## config.mk

```make
export PLATFORM = sky130hd
export DESIGN_NAME = morph_frame_ctrl
export DESIGN_NICKNAME = d
export VERILOG_FILES = /design/src/rtl/morph_frame_ctrl.sv
export SDC_FILE = /design/constraint.sdc
export NUM_CORES = 1
export LEC_CHECK = 0
export BUFFER_PORTS_ARGS = -buffer_cell sky130_fd_sc_hd__clkbuf_2
export CAP_MARGIN = 20
export CORE_MARGIN = 3
export CORE_UTILIZATION = 55
export CTS_BUF_LIST = sky130_fd_sc_hd__clkbuf_4 sky130_fd_sc_hd__clkbuf_8
export DETAILED_ROUTE_END_ITERATION = 8
export PLACE_DENSITY = 0.87
export REMOVE_ABC_BUFFERS = 1
export SLEW_MARGIN = 0
export SYNTH_ARGS = -nofsm -noshare
export SYNTH_HDL_FRONTEND = slang
export SYNTH_SLANG_ARGS = --single-unit
export TNS_END_PERCENT = 5
```

## constraint.sdc

```tcl
create_clock -name sclk -period 1.8 [get_ports sclk]
set_clock_uncertainty 0.05 [all_clocks]
set_input_delay 0.18 -clock sclk [delete_from_list [all_inputs] [get_ports sclk]]
set_output_delay 0.18 -clock sclk [all_outputs]
set_load 0.1 [all_outputs]
```

## src/rtl/morph_frame_ctrl.sv

```systemverilog
// morph_frame_ctrl: frame timing, config sequencing and status for two cascaded 3x3 morphology stages.
// Define MORPH_CTRL_BORDER_EN to build the LAT-delayed border mask; otherwise border_o is tied low.
module morph_frame_ctrl #(
  parameter int IMG_W = 640,
  parameter int IMG_H = 480,
  parameter int LAT   = 4
) (
  input  logic                       sclk,
  input  logic                       s_rst_n,
  input  logic                       vsync_i,
  input  logic                       hsync_i,
  input  logic                       data_en_i,
  input  logic                       cfg_valid_i,
  input  logic [1:0]                 cfg_mode_i,
  output logic                       cfg_ready_o,
  output logic [1:0]                 stage0_op_o,
  output logic [1:0]                 stage1_op_o,
  output logic [$clog2(IMG_W)-1:0]   col_cnt_o,
  output logic [$clog2(IMG_H)-1:0]   row_cnt_o,
  output logic                       frame_busy_o,
  output logic                       frame_done_o,
  output logic [1:0]                 err_o,
  output logic                       border_o
);
  localparam int CW = $clog2(IMG_W);
  localparam int RW = $clog2(IMG_H);
  typedef enum logic [1:0] {IDLE, ACTIVE, DONE} state_t;
  state_t     state;
  logic       vs_r, de_r, pending, line_full;
  logic [1:0] shadow;
  logic       fs, le, accept, col_last, row_last;
  logic       unused_ok;
  assign fs           = vs_r & ~vsync_i;
  assign le           = de_r & ~data_en_i;
  assign accept       = cfg_valid_i & ~pending;
  assign col_last     = col_cnt_o == CW'(IMG_W - 1);
  assign row_last     = row_cnt_o == RW'(IMG_H - 1);
  assign cfg_ready_o  = ~pending;
  assign frame_busy_o = state == ACTIVE;
  assign frame_done_o = state == DONE;
  always_ff @(posedge sclk or negedge s_rst_n) begin
    if (!s_rst_n) begin
      vs_r        <= 1'b0;
      de_r        <= 1'b0;
      pending     <= 1'b0;
      shadow      <= 2'd0;
      stage0_op_o <= 2'b00;
      stage1_op_o <= 2'b00;
      state       <= IDLE;
      col_cnt_o   <= '0;
      row_cnt_o   <= '0;
      line_full   <= 1'b0;
      err_o       <= 2'b00;
    end else begin
      vs_r <= vsync_i;
      de_r <= data_en_i;
      if (accept) begin
        shadow  <= cfg_mode_i;
        pending <= 1'b1;
      end else if (fs && pending) begin
        pending     <= 1'b0;
        stage0_op_o <= (shadow == 2'd2) ? 2'b10 : {1'b0, shadow[0]};
        stage1_op_o <= {&shadow, 1'b0};
      end
      if (fs) begin
        state     <= ACTIVE;
        col_cnt_o <= '0;
        row_cnt_o <= '0;
        line_full <= 1'b0;
        err_o     <= {state == ACTIVE, 1'b0};
      end else begin
        if (data_en_i && state != ACTIVE) err_o[0] <= 1'b1;
        if (state == DONE) state <= IDLE;
        if (state == ACTIVE) begin
          if (data_en_i) begin
            // line_full marks that the last column has already been consumed
            if (col_last) begin
              line_full <= 1'b1;
              if (line_full) err_o[0] <= 1'b1;
            end else col_cnt_o <= col_cnt_o + 1'b1;
          end else if (le) begin
            col_cnt_o <= '0;
            line_full <= 1'b0;
            if (row_last) state <= DONE;
            else row_cnt_o <= row_cnt_o + 1'b1;
          end
        end
      end
    end
  end
`ifdef MORPH_CTRL_BORDER_EN
  logic [LAT-1:0] dly;
  logic           raw;
  assign raw = data_en_i & frame_busy_o & (col_cnt_o == '0 | col_last | row_cnt_o == '0 | row_last);
  always_ff @(posedge sclk or negedge s_rst_n) begin
    if (!s_rst_n) dly <= '0;
    else begin
      dly[0] <= raw;
      for (int i = 1; i < LAT; i++) dly[i] <= dly[i-1];
    end
  end
  assign border_o  = dly[LAT-1];
  assign unused_ok = hsync_i;
`else
  assign border_o  = 1'b0;
  assign unused_ok = hsync_i ^ (LAT > 0);
`endif
endmodule

```

==> metrics.cfg <==
[routing]
drc=0
wl_per_cell_um=14.4
firstDrtPassIters=6
ant_nets=0
avgViaCountPerCell=5.78
drtIter0Drc=44
drt-total-wl_um=3350
via_count=1346

[placement]
portBuffers=33
dp_hpwl_um=2400
place_area_um2=1800
gp_congestion=0.785

[clock_network]
clk_latency_ns=0.34
cts_root_buf=clkbuf_4
clk_path_buf_depth=2
clkTransAtPathRegs_ns=0.10
clock-sinks=32
ctsHtreeMaxLevel=2
tritoncts=built
cts_made_buffers=5

[cells_and_area]
fin_util=0.725
final_cell_mix=dfrtp_1, clkbuf_2, nor2_1, nand2_1
area_delta_synth_final_pct=18.2
fill_cells=202
nNetsFinal=212
design_area_um2=1890
antenna_cells=0
drive_gt1_frac=0.266

[die]
rows=18
io_pins=37
start_util=0.614
core_area_um2=2610
die_h_um=60.0
dieArea_um2=3600
die_x_um=60.0

[job]
cap_violations=0

[yosys]
yosysSeqAreaShare=0.500
yosysUniqueCellTypes=39
ys_async_sr_fraction=1.00
avgSynthCellArea_um2=9.96
ys_dominant_reg_cell=dfrtp_1
ys_warn_count=0
syn_inst=161
synth-edff-count=0
synth-seq-cells=32
netlist_area_um2=1600

[sta]
slew_headroom=0.486
timing.fmax_ghz=0.585
min_period_ns=1.71
hold_viol=0
rsz0062_at_grt=no
finalSetupViolations=0
slew_viol_final=0
worst_pin_slew_ns=0.771
fin_crit_sh=0.949
holdWs_ns=0.0142

[critical_path]
path_delay_family=buffers and inverters
crit_buf_inv=2
cp.arrival_ns=1.48
cp_max_fo=5
cpPeakStageDelay_ns=0.42
crit_chain=nand2b_1 > inv_1 > buf_4
critPathLaunchType=flop
r2r_slack_ns=0.14
rr_startpoint=state[1]$_DFF_PN0_
critPathSlowestCell=dfrtp_1
critPathCaptureType=output pin
rr_worst_depth=5
critical_path_class=reg2out
r2r_end=col_cnt_o[4]$_DFFE_PN0P_
crit_required_ns=1.57

[min_path]
hold_depth=2
min_path_type=in2reg
min_to=pending$_DFFE_PN0P_
hp-start=cfg_valid_i

[global_routing]
grt_pass1_vias=1285
groute.usage.overall=0.214
antenna_found_initial=0
grt_max_degree=33
grt_first_pass_wirelength_um=5660
grt-ovfl-total=0

[power]
vdd.ir_drop.worst_uv=1120
p_leak_nw=0.914
finalPower_mw=1.92
p_per_area_nw_per_um2=1010

[run_status]
outcome=complete, no violations

## cells in the mapped netlist, types with 3 or more instances
master	n	area, um2
and3_1	6	37.5
dfrtp_1	32	801
o21ai_0	8	40.0
nor2b_1	3	18.8
nand2b_1	4	25.0
nand4_1	11	68.8
and2_1	3	18.8
nand2_1	14	52.6
inv_1	4	15.0
xnor2_1	3	26.3
buf_4	3	22.5
mux2_2	3	33.8
xor2_1	11	96.3
nor2_1	25	93.8
## per-layer routing
layer | wire, um | global-route usage
met2 | 1600 | 0.343
met4 | 62 | 0.0886
met5 | 0 | 0
met3 | 207 | 0.0713
met1 | 1480 | 0.264
## cell type report
class | instances | area [um2] | share of cell area
flip-flops and latches | 32 | 801 | 0.423
multi-input cells | 121 | 762 | 0.402
repair buffers | 38 | 213 | 0.112
clock buffers | 8 | 66.3 | 0.0350
well taps | 30 | 37.5 | 0.0198
inverters | 4 | 15.0 | 0.00793
## worst max path at each step
stage / startpoint / endpoint / cells past startpoint
5_1_grt: col_cnt_o[7]$_DFFE_PN0P_ / col_cnt_o[7]$_DFFE_PN0P_ / 5
3_3_place_gp: state[1]$_DFF_PN0_ / col_cnt_o[4]$_DFFE_PN0P_ / 5
4_1_cts: vsync_i / col_cnt_o[7]$_DFFE_PN0P_ / 7
3_5_place_dp: state[1]$_DFF_PN0_ / col_cnt_o[4]$_DFFE_PN0P_ / 5
2_1_floorplan: row_cnt_o[0]$_DFFE_PN0P_ / row_cnt_o[4]$_DFFE_PN0P_ / 6
6_report: state[1]$_DFF_PN0_ / frame_busy_o / 3
## where the power goes
part | internal [mW] | switching (mW) | total [mW]
logic | 0.109 | 0.507 | 0.616
registers | 0.783 | 0.0570 | 0.840
clock network | 0.223 | 0.240 | 0.462
total | 1.11 | 0.804 | 1.92
## state kept, by name, summed over array words and instances (netlist names)
name,flops
err_o,2
col_cnt_o,10
stage1_op_o,1
vs_r,1
shadow,2
stage0_op_o,2
row_cnt_o,9
state,2
line_full,1
de_r,1
pending,1
## what timing repair did
item,4_1_cts,5_1_grt
buffers inserted,0,0
endpoints found under the hold margin,34,0
endpoints found under the setup margin,0,1
gates resized for setup,0,1
hold buffers,3,0
## through the flow
step                      worst slack (ns)  instances  TNS [ns]
final                               0.0913        233         0
after CTS                           0.0502        233         0
after detailed placement             0.171        222         0
after global placement               0.227        222         0
after floorplan                     -0.432        157     -5.66
after global routing                0.0132        233         0
## cells by family after synthesis
group / share of synthesized area
other cells: 0.00234
xor+xnor: 0.0765
simple gates: 0.265
compound gates: 0.0789
buf+inv: 0.0289
flops: 0.500
fa+ha+maj: 0.0156
mux: 0.0336
(Power assumes the default switching activity.)
